**config.mk**
```make
export PLATFORM = sky130hd
export DESIGN_NAME = sprite_blit_engine
export DESIGN_NICKNAME = d
export VERILOG_FILES = /design/src/rtl/sprite_blit_engine.sv
export SDC_FILE = /design/constraint.sdc
export NUM_CORES = 1
export LEC_CHECK = 0
export ABC_AREA = 1
export CAP_MARGIN = 30
export CORE_MARGIN = 5
export CORE_UTILIZATION = 30
export DETAILED_ROUTE_END_ITERATION = 10
export PLACE_DENSITY_LB_ADDON = 0.1
export SYNTH_ARGS = -nofsm -noshare
export SYNTH_HDL_FRONTEND = slang
export SYNTH_SLANG_ARGS = --single-unit
```
**constraint.sdc**
```tcl
create_clock -name clk -period 6.9 [get_ports clk]
set_clock_uncertainty 0.1 [all_clocks]
set_input_delay 1.035 -clock clk [delete_from_list [all_inputs] [get_ports clk]]
set_output_delay 1.035 -clock clk [all_outputs]
set_load 0.02 [all_outputs]
```
**src/rtl/sprite_blit_engine.sv**
```systemverilog
// Sprite blitter: instruction FIFO, a two-state walker, and a write stage
// that lines pixel coordinates up with the one-cycle latency of the sprite ROM.
//
// state  | meaning
// -------+---------------------------------------------------------------
// S_IDLE | no instruction latched; pops the FIFO head when not stalled
// S_RUN  | walking the latched instruction, one element per unstalled cycle
module sprite_blit_engine #(
    parameter int SCREEN_W    = 640,
    parameter int SCREEN_H    = 480,
    parameter int COORD_W     = 10,
    parameter int ID_W        = 9,
    parameter int SPRITE_DIM  = 32,
    parameter int COLOR_W     = 4,
    parameter int FIFO_DEPTH  = 8,
    parameter int TRANSPARENT = 0,
    localparam int IW         = 2*COORD_W + 3 + ID_W,
    localparam int DIM_W      = $clog2(SPRITE_DIM)
) (
    input  logic               clk,
    input  logic               rst,
    input  logic [IW-1:0]      instruction,
    input  logic               instr_valid,
    output logic               instr_ready,
    input  logic               refresh,
    output logic [ID_W-1:0]    rom_id,
    output logic [DIM_W-1:0]   rom_row,
    output logic [DIM_W-1:0]   rom_clm,
    input  logic [COLOR_W-1:0] rom_color,
    output logic               fb_we,
    output logic [COORD_W-1:0] fb_row,
    output logic [COORD_W-1:0] fb_clm,
    output logic [COLOR_W-1:0] fb_color,
    output logic               busy
);

    localparam int PTR_W = $clog2(FIFO_DEPTH);

    localparam logic [2:0] OP_DRAW   = 3'd1;
    localparam logic [2:0] OP_DRAW_T = 3'd2;
    localparam logic [2:0] OP_FILL   = 3'd3;
    localparam logic [2:0] OP_CLEAR  = 3'd4;

    localparam logic [COORD_W-1:0] DIM_LAST = COORD_W'(SPRITE_DIM - 1);
    localparam logic [COORD_W-1:0] W_LAST   = COORD_W'(SCREEN_W - 1);
    localparam logic [COORD_W-1:0] H_LAST   = COORD_W'(SCREEN_H - 1);

    typedef enum logic {S_IDLE, S_RUN} state_t;

    // instruction FIFO
    logic [IW-1:0]    fifo_mem [FIFO_DEPTH];
    logic [PTR_W-1:0] wr_ptr, rd_ptr;
    logic [PTR_W:0]   count, count_next;
    logic             push, pop, has_head;
    logic [IW-1:0]    head;

    // walker
    state_t              state;
    logic [2:0]          cur_op;
    logic [ID_W-1:0]     cur_id;
    logic [COORD_W-1:0]  cur_x, cur_y;
    logic [COORD_W-1:0]  cnt_r, cnt_c;
    logic [COORD_W-1:0]  lim_r, lim_c;
    logic                op_writes, last;
    logic [COORD_W:0]    pix_r, pix_c;
    logic                pix_clip;

    // write stage
    logic               ws_valid, ws_write, ws_drawt, ws_fill, ws_clip;
    logic [COLOR_W-1:0] ws_fill_color;
    logic [COORD_W-1:0] ws_row, ws_clm;
    logic               held_valid;
    logic [COLOR_W-1:0] held_color;
    logic [COLOR_W-1:0] texel;

    assign push       = instr_valid & instr_ready;
    assign has_head   = (count != '0);
    assign head       = fifo_mem[rd_ptr];
    assign count_next = count + {{PTR_W{1'b0}}, push} - {{PTR_W{1'b0}}, pop};

    // Element range of the latched op; NOP and reserved codes take one silent cycle.
    always_comb begin
        lim_r     = '0;
        lim_c     = '0;
        op_writes = 1'b0;
        case (cur_op)
            OP_DRAW, OP_DRAW_T, OP_FILL: begin
                lim_r     = DIM_LAST;
                lim_c     = DIM_LAST;
                op_writes = 1'b1;
            end
            OP_CLEAR: begin
                lim_r     = H_LAST;
                lim_c     = W_LAST;
                op_writes = 1'b1;
            end
            default: ;
        endcase
    end

    assign last = (cnt_r == lim_r) && (cnt_c == lim_c);
    assign pop  = !refresh && has_head && ((state == S_IDLE) || (state == S_RUN && last));

    // Screen coordinate of the current element, one bit wider so it cannot wrap.
    assign pix_r    = (cur_op == OP_CLEAR) ? {1'b0, cnt_r} : {1'b0, cur_y} + {1'b0, cnt_r};
    assign pix_c    = (cur_op == OP_CLEAR) ? {1'b0, cnt_c} : {1'b0, cur_x} + {1'b0, cnt_c};
    assign pix_clip = (pix_r >= (COORD_W+1)'(SCREEN_H)) || (pix_c >= (COORD_W+1)'(SCREEN_W));

    // FIFO pointers, occupancy and registered ready.
    always_ff @(posedge clk) begin
        if (rst) begin
            wr_ptr      <= '0;
            rd_ptr      <= '0;
            count       <= '0;
            instr_ready <= 1'b0;
        end else begin
            if (push) wr_ptr <= wr_ptr + 1'b1;
            if (pop)  rd_ptr <= rd_ptr + 1'b1;
            count       <= count_next;
            instr_ready <= (count_next != (PTR_W+1)'(FIFO_DEPTH));
        end
    end

    // FIFO storage; contents are don't-care while the entry is not counted.
    always_ff @(posedge clk) begin
        if (push) fifo_mem[wr_ptr] <= instruction;
    end

    // Walker: latch the head, then step column-fastest; reload with no bubble on the last element.
    always_ff @(posedge clk) begin
        if (rst) begin
            state  <= S_IDLE;
            cur_op <= '0;
            cur_id <= '0;
            cur_x  <= '0;
            cur_y  <= '0;
            cnt_r  <= '0;
            cnt_c  <= '0;
        end else if (!refresh) begin
            if (pop) begin
                cur_id <= head[ID_W-1:0];
                cur_op <= head[ID_W+2:ID_W];
                cur_x  <= head[ID_W+3 +: COORD_W];
                cur_y  <= head[ID_W+3+COORD_W +: COORD_W];
                cnt_r  <= '0;
                cnt_c  <= '0;
                state  <= S_RUN;
            end else if (state == S_RUN) begin
                if (last) begin
                    state <= S_IDLE;
                end else if (cnt_c == lim_c) begin
                    cnt_c <= '0;
                    cnt_r <= cnt_r + 1'b1;
                end else begin
                    cnt_c <= cnt_c + 1'b1;
                end
            end
        end
    end

    // Write stage: captures the element presented this cycle, frozen while the scanout owns the frame.
    always_ff @(posedge clk) begin
        if (rst) begin
            ws_valid      <= 1'b0;
            ws_write      <= 1'b0;
            ws_drawt      <= 1'b0;
            ws_fill       <= 1'b0;
            ws_fill_color <= '0;
            ws_clip       <= 1'b0;
            ws_row        <= '0;
            ws_clm        <= '0;
        end else if (!refresh) begin
            ws_valid      <= (state == S_RUN);
            ws_write      <= (state == S_RUN) && op_writes;
            ws_drawt      <= (cur_op == OP_DRAW_T);
            ws_fill       <= (cur_op == OP_FILL) || (cur_op == OP_CLEAR);
            ws_fill_color <= cur_id[COLOR_W-1:0];
            ws_clip       <= pix_clip;
            ws_row        <= pix_r[COORD_W-1:0];
            ws_clm        <= pix_c[COORD_W-1:0];
        end
    end

    // The ROM keeps clocking the next address during a stall, so keep the texel of the held pixel.
    always_ff @(posedge clk) begin
        if (rst) begin
            held_valid <= 1'b0;
            held_color <= '0;
        end else if (refresh) begin
            if (!held_valid) begin
                held_color <= rom_color;
                held_valid <= 1'b1;
            end
        end else begin
            held_valid <= 1'b0;
        end
    end

    assign texel    = held_valid ? held_color : rom_color;
    assign rom_id   = cur_id;
    assign rom_row  = cnt_r[DIM_W-1:0];
    assign rom_clm  = cnt_c[DIM_W-1:0];
    assign fb_row   = ws_row;
    assign fb_clm   = ws_clm;
    assign fb_color = ws_valid ? (ws_fill ? ws_fill_color : texel) : '0;
    assign fb_we    = ws_valid && ws_write && !refresh && !rst && !ws_clip &&
                      !(ws_drawt && (texel == COLOR_W'(TRANSPARENT)));
    assign busy     = has_head || (state == S_RUN) || ws_valid;

endmodule

```
==> flow_metrics.py, run 1 <==
metrics = {
    "grt": {
        "antenna_found_initial": 0,
        "grt_max_degree": 89,
        "grt.total_usage": 0.153,
        "grt.overflow.total": 0,
        "grt_pass1_vias": 10600,
        "grt_pass1_wl_um": 66300,
    },
    "sta": {
        "layout_min_cycle_time_ns": 4.44,
        "fin_hold_ws_ns": 0.358,
        "hold_viol": 0,
        "min_period_over_period": 0.643,
        "fmax_ghz": 0.225,
        "setup_viol": 0,
        "tightest_slew_ns": 0.750,
        "slew_headroom": 0.500,
        "fin_setup_tns_ns": 0,
        "drv_slew": 0,
        "rsz0062_at_grt": "false",
    },
    "yosys": {
        "synthFlopType": "edfxtp_1",
        "yosys_warnings": 0,
        "synth_cell_type_count": 38,
        "ys_ff_latch": 354,
        "synthCells": 1442,
        "synthTopCellsByArea": "edfxtp_1 51%, dfxtp_1 13%, nand2_1 8.2%, a21oi_1 6.5%, a221oi_1 3.7%",
        "syn_area_per_cell_um2": 10.5,
        "synth_top_area_share": 0.506,
        "synth_top_cell_by_area": "edfxtp_1",
        "synth-edff-count": 256,
        "ys_seq_area_frac": 0.635,
        "netlist_area_um2": 15200,
        "syn-num-nets": 1514,
        "async_reset_ff_frac": 0,
    },
    "die": {
        "core.rowCount": 82,
        "initial_core_util": 0.303,
        "dieHeight_um": 235,
        "core_area_um2": 50200,
        "die_x_um": 235,
        "io_pins": 86,
        "dieArea_um2": 55300,
    },
    "power": {
        "ir_worst_vdd_uv": 175,
        "p_sw_frac": 0.355,
        "p_total_mw": 6.92,
        "p_int_mw": 4.46,
        "power_per_cell_area_nw_per_um2": 382,
        "p_sw_mw": 2.46,
        "combPwrFrac": 0.312,
        "pwr-share-clk": 0.300,
        "seqPwrFrac": 0.387,
        "p_leak_nw": 6.69,
    },
    "routing": {
        "vias": 10800,
        "vias_per_cell": 4.87,
        "drtIter0Drc": 604,
        "dr.pass1.iters": 5,
        "ant_nets": 0,
        "drc_errors": 0,
        "wirelength_um": 43100,
        "wl_per_cell_um": 19.5,
    },
    "place": {
        "gp_congestion": 0.825,
        "numPortBuffers": 85,
        "placed_area_um2": 16700,
        "dp_hpwl_um": 25200,
        "placed_cells": 2132,
    },
    "cts": {
        "cts_hold_buf": 0,
        "cts_tree": "done",
        "cts.htree.levels": 2,
        "insertion_delay_ns": 0.56,
        "clkTransAtPathRegs_ns": 0.06,
        "cts_inserted_buffers": 42,
        "clockRootBuffer": "clkbuf_16",
        "cts_setup_buffers": 0,
        "cts_buffer_depth": 3,
        "cts.sinks": 354,
        "cts.repair.resized": 0,
    },
    "layout": {
        "layout-drive-gt1-share": 0.0883,
        "final_cell_area_um2": 18100,
        "syn2layout_area_growth_pct": 19.0,
        "layout.nets": 1579,
        "n_antenna_cell": 0,
        "stdcell_count": 2212,
    },
    "worst_setup_path": {
        "crit_fanout": 54,
        "crit_required_ns": 7.23,
        "crit_arrival_ns": 4.77,
        "path_common_cell": "nand2_2",
        "critPathLaunchType": "flop",
        "worstSetupEndpointType": "flop",
        "max_stage_delay_ns": 0.61,
        "crit_type": "reg -> reg",
        "slowest_stage": "inv_2",
        "path_cells": "nor2_4, nand2_2, nand2_2, inv_2, nand2_1, nand2_2, nor2_8, nand2_2, nand2_2, nand2_4, inv_2, ha_1, inv_1, ha_1, fa_1, o41ai_1, inv_1",
    },
    "min_path": {
        "hp-class": "reg -> reg",
    },
    "run": {
        "maxCapViolations": 0,
    },
    "status": {
        "outcome": "complete, no violations",
    },
}
worst max-delay path: cells and delay by family (launching register included):
| family | cells | cell delay [ns] |
|---|---|---|
| adders and majority gates | 3 | 0.95 |
| DFF | 1 | 0.36 |
| AOI/OAI and AO/OA | 1 | 0.36 |
| buffers and inverters | 4 | 0.78 |
| and+or+nand+nor | 9 | 1.73 |
power by group through the flow:
stage	logic [mW]	registers, mW	clock network (mW)
final	2.16	2.68	2.08
after global routing	2.41	2.71	2.23
after CTS	2.18	2.68	2.15
after detailed placement	2.17	2.73	0
after global placement	2.15	2.72	0
after floorplan	1.43	2.70	0
per-stage QoR:
step / utilization / setup WS (ns)
3_3_place_gp: 0.333 / 2.31
6_report: 0.361 / 2.46
5_1_grt: 0.361 / 1.97
3_5_place_dp: 0.333 / 2.34
4_1_cts: 0.359 / 2.40
2_1_floorplan: - / 3.66
cell usage in the layout (no fill, tap or decap), types with 26 or more instances in the layout:
cell,count
nand2_1,332
edfxtp_1,256
a21oi_1,197
dfxtp_1,96
inv_1,95
clkdlybuf4s50_1,84
a221oi_1,64
nor2_1,63
nand3_1,47
clkbuf_16,43
o21ai_0,41
ha_1,29
or2_2,26
cells by family after synthesis:
kind of cell	count (synthesis)	share of synthesized area
flops	354	0.635
buf+inv	189	0.0514
compound gates	335	0.133
xor+xnor	19	0.0109
simple gates	513	0.142
fa+ha+maj	32	0.0278
synth_stat cells (2+ instances only):
cell,number
ha_1,29
nor3_1,8
o211ai_1,2
fa_1,3
nand2_4,2
nand4_1,14
o22ai_1,5
inv_1,98
xnor2_1,3
buf_2,6
or2_2,26
a32o_1,6
a21boi_0,2
o21bai_1,2
nand2_1,332
clkbuf_1,59
nand2_2,9
o21ai_0,41
buf_4,11
xor2_1,16
a22o_1,4
inv_2,4
nand3_1,47
a21oi_1,197
o31a_1,7
a31oi_1,4
dfxtp_1,98
edfxtp_1,256
nor2_1,71
buf_1,7
buf_6,3
a221oi_1,64
registers in the layout, summed over array words and instances (netlist names), 3 cells and up:
| register | flops |
|---|---|
| cnt_c | 10 |
| cnt_r | 10 |
| count | 4 |
| cur_op | 3 |
| cur_x | 10 |
| cur_y | 10 |
| fb_clm | 10 |
| fb_row | 10 |
| fifo_mem | 256 |
| held_color | 4 |
| rd_ptr | 3 |
| rom_id | 9 |
| wr_ptr | 3 |
| ws_fill_color | 4 |
layer usage:
metal,GRT usage,up-vias,routed length (um)
met5,0,-,0
met4,0.0386,0,682
met3,0.0239,49,1640
met2,0.243,195,19800
met1,0.219,5309,21000
li1,-,5220,-
final timing paths:
path / startpoint / end / cells after the start / slack, ns
setup / recovery: cur_op[1] / instr_ready / 17 / 2.46
hold / removal: fb_row[6] / fb_row[6] / 2 / 0.36
setup reg to reg: cur_op[1] / instr_ready / 17 / 2.46
hold reg to reg: fb_row[6] / fb_row[6] / 2 / 0.36
layout make-up:
class                           instances  area, um^2
Fill cell                            5006       32100
Clock inverter                         19         145
Multi-Input combinational cell        899        4830
Inverter                              103         389
Clock buffer                           58        1140
Tap cell                              672         841
Timing Repair Buffer                  107        1080
Sequential cell                       354        9650
Note: power is estimated with default switching activity, not from simulation.
==> inputs of run 2 (changes only) <==
clock period = 3.7 ns   (was 6.9 ns; I/O delays follow)
==> run 2 against run 1 <==
Against the previous run: die area unchanged; via count down 0.29%; core utilization up 0.25 points; combinational power up 91%; setup slack worse by 1.9 ns; first-iteration DRC count up 1.2%; sequential share of layout area down 0.36 points; largest cell class unchanged; sequential power up 84%; maximum frequency up 43%; highest routed layer is now met5; worst hold slack worse by 0.0087 ns; count of clock-buffer cells in the layout down 2.
==> flow_metrics.py, run 2 (synthesis results as in run 1) <==
metrics = {
    "grt": {
        "grt_pass1_wl_um": 66800,
        "grt_pass1_vias": 10500,
        "grt.total_usage": 0.155,
        "grt.overflow.total": 0,
        "antenna_found_initial": 2,
        "grt_max_degree": 130,
    },
    "power": {
        "power_per_cell_area_nw_per_um2": 720,
        "p_leak_nw": 6.76,
        "ir_worst_vdd_uv": 330,
    },
    "place": {
        "placed_area_um2": 16900,
        "numPortBuffers": 85,
        "gp_congestion": 0.805,
        "dp_hpwl_um": 25600,
    },
    "sta": {
        "min_period_over_period": 0.837,
        "fin_setup_tns_ns": 0,
        "hold_viol": 0,
        "fmax_ghz": 0.323,
        "rsz0062_at_grt": "false",
        "drv_slew": 0,
        "layout_min_cycle_time_ns": 3.10,
        "tightest_slew_ns": 1.02,
        "slew_headroom": 0.320,
        "setup_viol": 0,
    },
    "die": {
        "die_x_um": 235,
        "dieArea_um2": 55300,
        "dieHeight_um": 235,
        "core_area_um2": 50200,
        "initial_core_util": 0.303,
        "io_pins": 86,
        "core.rowCount": 82,
    },
    "routing": {
        "drtIter0Drc": 611,
        "wirelength_um": 43700,
        "wl_per_cell_um": 19.7,
        "vias_per_cell": 4.85,
        "ant_nets": 0,
        "drc_errors": 0,
        "vias": 10700,
        "dr.pass1.iters": 5,
    },
    "worst_setup_path": {
        "crit_arrival_ns": 3.43,
        "crit_type": "reg -> reg",
        "crit_fanout": 10,
        "critPathLaunchType": "flop",
        "regToRegSetupSlack_ns": 0.60,
        "crit_required_ns": 4.04,
        "r2r-end": "instr_ready",
        "r2r_cells": 16,
        "worstSetupEndpointType": "flop",
        "r2r_start": "cnt_c[1]",
    },
    "cts": {
        "cts_tree": "done",
        "cts.repair.resized": 0,
        "insertion_delay_ns": 0.55,
        "clkTransAtPathRegs_ns": 0.06,
        "cts.sinks": 354,
        "cts_inserted_buffers": 41,
        "cts.htree.levels": 2,
        "cts_buffer_depth": 3,
        "clockRootBuffer": "clkbuf_16",
        "cts_setup_buffers": 0,
        "cts_hold_buf": 0,
    },
    "layout": {
        "layout_common_cells": "332 x nand2_1, 256 x edfxtp_1, 197 x a21oi_1",
        "largest_register": "fifo_mem",
        "final_common_cell": "nand2_1",
        "n_antenna_cell": 0,
        "final_cell_area_um2": 18200,
        "syn2layout_area_growth_pct": 19.8,
        "layout-drive-gt1-share": 0.0951,
        "fin_util": 0.363,
        "largest_reg_flops": 256,
        "layout.nets": 1586,
    },
    "status": {
        "outcome": "complete, no violations",
    },
    "min_path": {
        "holdPathStages": 4,
        "min_to": "ws_write",
        "hold_start": "rst",
        "hp-class": "in -> reg",
    },
    "run": {
        "maxCapViolations": 0,
    },
}
## run 2: layout make-up
cell class                 count  area, um^2
fill                        4994       32000
sequential                   354        9650
multi-input combinational    899        4830
timing repair buffer         115        1160
clock buffer                  56        1140
tap                          672         841
inverter                     103         389
clock inverter                18         194
## run 2: report_power, final
part	internal, mW	total, mW	leakage (nW)	switching [mW]
Sequential	4.65	4.93	3.11	0.276
Combinational	1.44	4.13	2.99	2.69
Clock	2.44	4.05	0.656	1.61
## run 2: worst max-delay path by stage
stage | from | end | slack [ns]
after detailed placement | cnt_c[1] | instr_ready | 0.58
after CTS | cnt_c[1] | instr_ready | 0.57
final | cnt_c[1] | instr_ready | 0.60
after floorplan | cnt_c[1] | instr_ready | 0.70
after global placement | cnt_c[1] | instr_ready | 0.61
after global routing | cnt_c[1] | instr_ready | 0.35
## run 2: worst max-delay path, stage by stage (launching register included)
cell and delay, ns:
dfxtp_1 0.50, nand2_1 0.08, nor2_1 0.17, nand2_1 0.10, nand2_1 0.09, nand3_2 0.12
nor2_8 0.21, nand2_2 0.11, nand2_2 0.08, nand2_4 0.05, inv_2 0.05, ha_1 0.21
inv_1 0.06, ha_1 0.17, fa_1 0.45, o41ai_1 0.37, inv_1 0.06
## run 2: per-stage QoR
stage / worst slack, ns / hold WS [ns] / total power, mW / std cells
2_1_floorplan: 0.705 / 0.328 / 7.71 / 1442
4_1_cts: 0.570 / 0.297 / 13.3 / 2217
6_report: 0.605 / 0.350 / 13.1 / 2217
3_5_place_dp: 0.577 / 0.348 / 9.19 / 2143
5_1_grt: 0.354 / 0.343 / 13.9 / 2217
3_3_place_gp: 0.611 / 0.343 / 9.18 / 2143
## run 2: routing by layer
layer,wire (um),vias to the layer above,share of wire,GRT usage
met1,21400,5262,0.49,0.224
met5,7,-,0.00016,0
met2,19400,197,0.44,0.239
met4,931,2,0.021,0.0403
li1,-,5222,-,-
met3,1900,59,0.043,0.0315
==> inputs of run 3 (changes only) <==
clock period = 3.15 ns   (was 3.7 ns; I/O delays follow)
==> run 3 against run 2 <==
Against the previous run: critical path depth stayed put; sequential power is 17% higher; wire length shrank 0.63%; worst hold slack got worse by 0.15 ns; sequential share of layout area shrank 0.72 points; critical path type unchanged; highest routed layer unchanged.
==> flow_metrics.py, run 3 (synthesis results as in run 1) <==
metrics = {
    "sta": {
        "hold_viol": 0,
        "fin_hold_ws_ns": 0.199,
        "tightest_slew_ns": 0.995,
        "drv_slew": 0,
        "fin_ws_ns": 0.174,
        "slew_headroom": 0.337,
        "setup_viol": 0,
        "fmax_ghz": 0.336,
        "min_period_over_period": 0.945,
        "layout_min_cycle_time_ns": 2.98,
    },
    "place": {
        "dp_hpwl_um": 25600,
        "post-place-ws_ns": 0.121,
        "placed_cells": 2159,
        "numPortBuffers": 85,
        "gp_congestion": 0.825,
    },
    "worst_setup_path": {
        "crit_arrival_ns": 3.32,
        "worstSetupEndpointType": "flop",
        "crit_required_ns": 3.49,
        "crit_type": "reg -> reg",
        "critPathLaunchType": "flop",
        "crit_fanout": 8,
    },
    "grt": {
        "grt.total_usage": 0.154,
        "grt_max_degree": 101,
        "grt_pass1_vias": 10500,
        "antenna_found_initial": 1,
        "grt_pass1_wl_um": 66200,
        "grt.overflow.total": 0,
    },
    "layout": {
        "n_fill_cell": 4936,
        "n_antenna_cell": 0,
        "final_common_cell": "nand2_1",
        "largest_register": "fifo_mem",
        "layout.nets": 1603,
        "layout_common_cells": "332 x nand2_1, 256 x edfxtp_1, 197 x a21oi_1",
        "stdcell_count": 2237,
        "syn2layout_area_growth_pct": 21.5,
        "layout-drive-gt1-share": 0.110,
        "largest_reg_flops": 256,
    },
    "cts": {
        "cts_tree": "done",
        "cts_hold_buf": 0,
        "cts.sinks": 354,
        "cts.htree.levels": 2,
        "cts_setup_buffers": 0,
        "clkTransAtPathRegs_ns": 0.05,
        "cts_buffer_depth": 3,
        "insertion_delay_ns": 0.56,
        "clockRootBuffer": "clkbuf_16",
        "cts_inserted_buffers": 42,
        "cts.repair.resized": 0,
    },
    "die": {
        "initial_core_util": 0.303,
        "core.rowCount": 82,
        "die_x_um": 235,
        "dieArea_um2": 55300,
        "io_pins": 86,
        "core_area_um2": 50200,
        "dieHeight_um": 235,
    },
    "routing": {
        "ant_nets": 0,
        "drtIter0Drc": 586,
        "wirelength_um": 43400,
        "drc_errors": 0,
        "dr.pass1.iters": 5,
        "vias": 10800,
        "vias_per_cell": 4.82,
        "wl_per_cell_um": 19.4,
    },
    "power": {
        "p_leak_nw": 6.90,
        "power_per_cell_area_nw_per_um2": 843,
        "ir_worst_vdd_uv": 392,
    },
    "min_path": {
        "hp-class": "in -> reg",
    },
    "status": {
        "outcome": "complete, no violations",
    },
    "run": {
        "maxCapViolations": 0,
    },
}
[run 3: final cells by class]
| cell class | instances | area, um^2 | area share |
|---|---|---|---|
| inverter | 103 | 389 | 0.0211 |
| multi-input combinational | 899 | 4840 | 0.262 |
| timing repair buffer | 131 | 1350 | 0.0733 |
| sequential | 354 | 9660 | 0.523 |
| tap | 672 | 841 | 0.0455 |
| clock buffer | 59 | 1240 | 0.0673 |
| clock inverter | 19 | 149 | 0.00806 |
[run 3: layer usage]
layer / share of wire / GRT usage / vias up
met4: 0.018 / 0.0411 / 2
met1: 0.47 / 0.213 / 5270
met5: 0.00030 / 0 / -
met2: 0.47 / 0.252 / 183
li1: - / - / 5264
met3: 0.040 / 0.0244 / 54
[run 3: critical path, cell delays in order (launching register included)]
cell     delay, ns
dfxtp_1       0.34
nor2_4        0.18
nand2_2       0.14
buf_4         0.20
nand2_1       0.06
nand4_1       0.10
nor2_2        0.16
nand2_2       0.08
nand2_2       0.08
nand2_4       0.05
inv_2         0.07
ha_1          0.22
inv_1         0.05
ha_1          0.17
fa_1          0.43
o41ai_1       0.35
inv_1         0.07
[run 3: worst paths after layout]
check                           slack [ns]       from  depth (start not counted)     endpoint
worst max register to register        0.17  cur_op[0]                         16  instr_ready
worst max-delay path                  0.17  cur_op[0]                         16  instr_ready
worst min-delay path                  0.20        rst                          4     ws_write
worst min register to register        0.36  fb_clm[9]                          2    fb_clm[9]
[run 3: per-stage QoR]
| stage | cell area [um^2] | power, mW | util | TNS [ns] |
|---|---|---|---|---|
| after floorplan | 15200 | 9.05 | - | 0 |
| after global placement | 17100 | 10.9 | 0.340 | 0 |
| after detailed placement | 17100 | 10.9 | 0.340 | 0 |
| after CTS | 18500 | 15.8 | 0.368 | 0 |
| after global routing | 18500 | 16.5 | 0.368 | -0.00414 |
| final | 18500 | 15.6 | 0.368 | 0 |
[run 3: report_power, final]
group          internal, mW  leakage [nW]  switching, mW
clock                  2.91         0.689           1.91
combinational          1.78          3.09           3.17
sequential             5.47          3.11          0.317
total                  10.2          6.90           5.40
==> variant, RTL diff (settings of run 3) <==
Make the reset (`rst`) asynchronous in 4 clocked blocks.
--- a/src/rtl/sprite_blit_engine.sv
+++ b/src/rtl/sprite_blit_engine.sv
@@ -107,7 +107,7 @@
     assign pix_clip = (pix_r >= (COORD_W+1)'(SCREEN_H)) || (pix_c >= (COORD_W+1)'(SCREEN_W));
 
     // FIFO pointers, occupancy and registered ready.
-    always_ff @(posedge clk) begin
+    always_ff @(posedge clk or posedge rst) begin
         if (rst) begin
             wr_ptr      <= '0;
             rd_ptr      <= '0;
@@ -127,7 +127,7 @@
     end
 
     // Walker: latch the head, then step column-fastest; reload with no bubble on the last element.
-    always_ff @(posedge clk) begin
+    always_ff @(posedge clk or posedge rst) begin
         if (rst) begin
             state  <= S_IDLE;
             cur_op <= '0;
@@ -159,7 +159,7 @@
     end
 
     // Write stage: captures the element presented this cycle, frozen while the scanout owns the frame.
-    always_ff @(posedge clk) begin
+    always_ff @(posedge clk or posedge rst) begin
         if (rst) begin
             ws_valid      <= 1'b0;
             ws_write      <= 1'b0;
@@ -182,7 +182,7 @@
     end
 
     // The ROM keeps clocking the next address during a stall, so keep the texel of the held pixel.
-    always_ff @(posedge clk) begin
+    always_ff @(posedge clk or posedge rst) begin
         if (rst) begin
             held_valid <= 1'b0;
             held_color <= '0;
Behaviour: differs if rst is asserted again (counterexample within 4 cycles, from zero or initial values and one cycle with rst high); with rst held inactive, the same outputs for 4 cycles.
==> variant against run 3 <==
  * Sequential cell count did not move
  * Total power grew 16%
  * Design area rose by 1.8%
  * Worst setup slack better by 0.035 ns
  * Clock power grew 1%
  * Global-route usage fell by 0.80 points
  * First-iteration DRC count is 22% higher
  * Area after synthesis increased by 2.1%
  * Highest routed layer unchanged
  * Wire length is 5.0% lower
  * Via count shrank 2.3%
==> variant: results (changes against run 3) <==
| Metric | Value |
|---|---|
| Avg WL per Cell | 18.5 um (-4.7%) |
| Layout cells sized above 1 | 10.3% (-0.74 points) |
| Number of fillers in the final layout | 5,107 (+3.5%) |
| Pre-CTS setup slack | 0.142 ns (+0.0211 ns) |
| Gpl congestion | 0.805 (-2.4%) |
| Vias per cell | 4.71 (-2.1%) |
| Largest net degree at the start of global routing | 130 (+29%) |
| Static Leak | 7.15 nW (+3.7%) |
| Synth cell count leaders | 256 x edfxtp_1, 248 x nand2_1, 196 x o21ai_0 |
| Most area-consuming cells after synthesis | edfxtp_1 50%, dfrtp_1 16%, o21ai_0 6.3% |
| Post-DP HPWL | 24.6 mm (-4.0%) |
| Distinct cells, synth | 37 (-2.6%) |
| Switching Fraction | 37.3% (+2.6 points) |
| Vias in the first global route | 10,402 (-0.69%) |
| First DRT Iteration DRCs | 714 (+22%) |
| First-pass GRT wire length | 63.9 mm (-3.4%) |
| GRT Util Overall | 14.6% (-0.80 points) |
| Synthesized net count | 1,499 (-0.99%) |
| Crit-path max FO | 13 (+5) |
| Fin nets | 1,594 (-0.56%) |
| Register area share after synthesis | 65.3% (+1.9 points) |
| Peak VDD IR | 0.518 mV (+32%) |
| Worst Tran Pin Value | 0.946 ns (-0.0495 ns) |
| Initial antenna violation count | 4 (+3) |
| Status | completed |
| Ys async rst share | 27.7% (+28 points) |
[variant: cells by family after synthesis]
| kind of cell | count (synthesis) | synth area share (%) |
|---|---|---|
| and+or+nand+nor | 517 | 13.6 |
| DFF | 354 | 65.3 |
| AOI/OAI and AO/OA | 336 | 12.5 |
| buffers and inverters | 167 | 4.69 |
| xor gates and xnor gates | 21 | 1.18 |
| adders and majority gates | 32 | 2.72 |
[variant: area by class of cell]
cell class / count / area share [%]
Antenna cell: 1 / 0.0133
Clock buffer: 53 / 5.92
Clock inverter: 20 / 1.42
Inverter: 84 / 1.72
Multi-Input combinational cell: 906 / 25.1
Sequential cell: 354 / 54.0
Tap cell: 680 / 4.52
Timing Repair Buffer: 134 / 7.31
[variant: worst paths after layout]
path | cells past startpoint | slack, ns | end | startpoint
setup / recovery | 16 | 0.21 | instr_ready | cur_op[0]
hold reg to reg | 2 | 0.38 | fb_row[5] | fb_row[5]
hold / removal | 2 | 0.38 | fb_row[5] | fb_row[5]
max in group asynchronous | 3 | 2.04 | rd_ptr[0] | rst
setup reg to reg | 16 | 0.21 | instr_ready | cur_op[0]
min in group asynchronous | 3 | 0.39 | fb_clm[4] | rst
[variant: critical path, stage by stage, from the launching register on]
cell	delay, ns
dfrtp_1	0.42
nor2_2	0.16
nand2_4	0.14
buf_6	0.18
o21ai_0	0.08
nand4_1	0.13
nor2_2	0.14
nand2_2	0.09
nand2_1	0.11
nand2_4	0.05
inv_2	0.07
ha_1	0.22
inv_1	0.06
ha_1	0.17
fa_1	0.46
nor3_2	0.20
nand2_1	0.07
[variant: per-stage QoR]
| step | total power [mW] | area, um^2 | std cells |
|---|---|---|---|
| 2_1_floorplan | 10.7 | 15500 | 1427 |
| 3_3_place_gp | 13.4 | 17400 | 2155 |
| 3_5_place_dp | 13.4 | 17400 | 2155 |
| 4_1_cts | 18.4 | 18800 | 2228 |
| 5_1_grt | 19.4 | 18800 | 2231 |
| 6_report | 18.1 | 18800 | 2232 |
[variant: power groups by stage]
stage | Clock, mW | Sequential, mW | Combinational [mW]
global placement | 0 | 6.55 | 6.83
floorplan | 0 | 6.68 | 4.04
CTS | 5.05 | 6.48 | 6.84
finish | 4.88 | 6.46 | 6.75
global route | 5.27 | 6.56 | 7.57
detailed placement | 0 | 6.56 | 6.83
[variant: repair_timing]
item,in CTS,in global routing
endpoints found under the setup margin,0,2
resized for setup,0,6
buffers inserted,0,3
hold buffers,0,0
[variant: routing by layer]
metal / wire, um / track usage [%] / part of all wire (%) / vias to the layer above
met5: 34 / 0 / 0.082 / -
met2: 18900 / 23.5 / 46 / 207
li1: - / - / - / 5194
met4: 809 / 3.43 / 2.0 / 6
met1: 19300 / 20.0 / 47 / 5044
met3: 2210 / 3.55 / 5.4 / 69
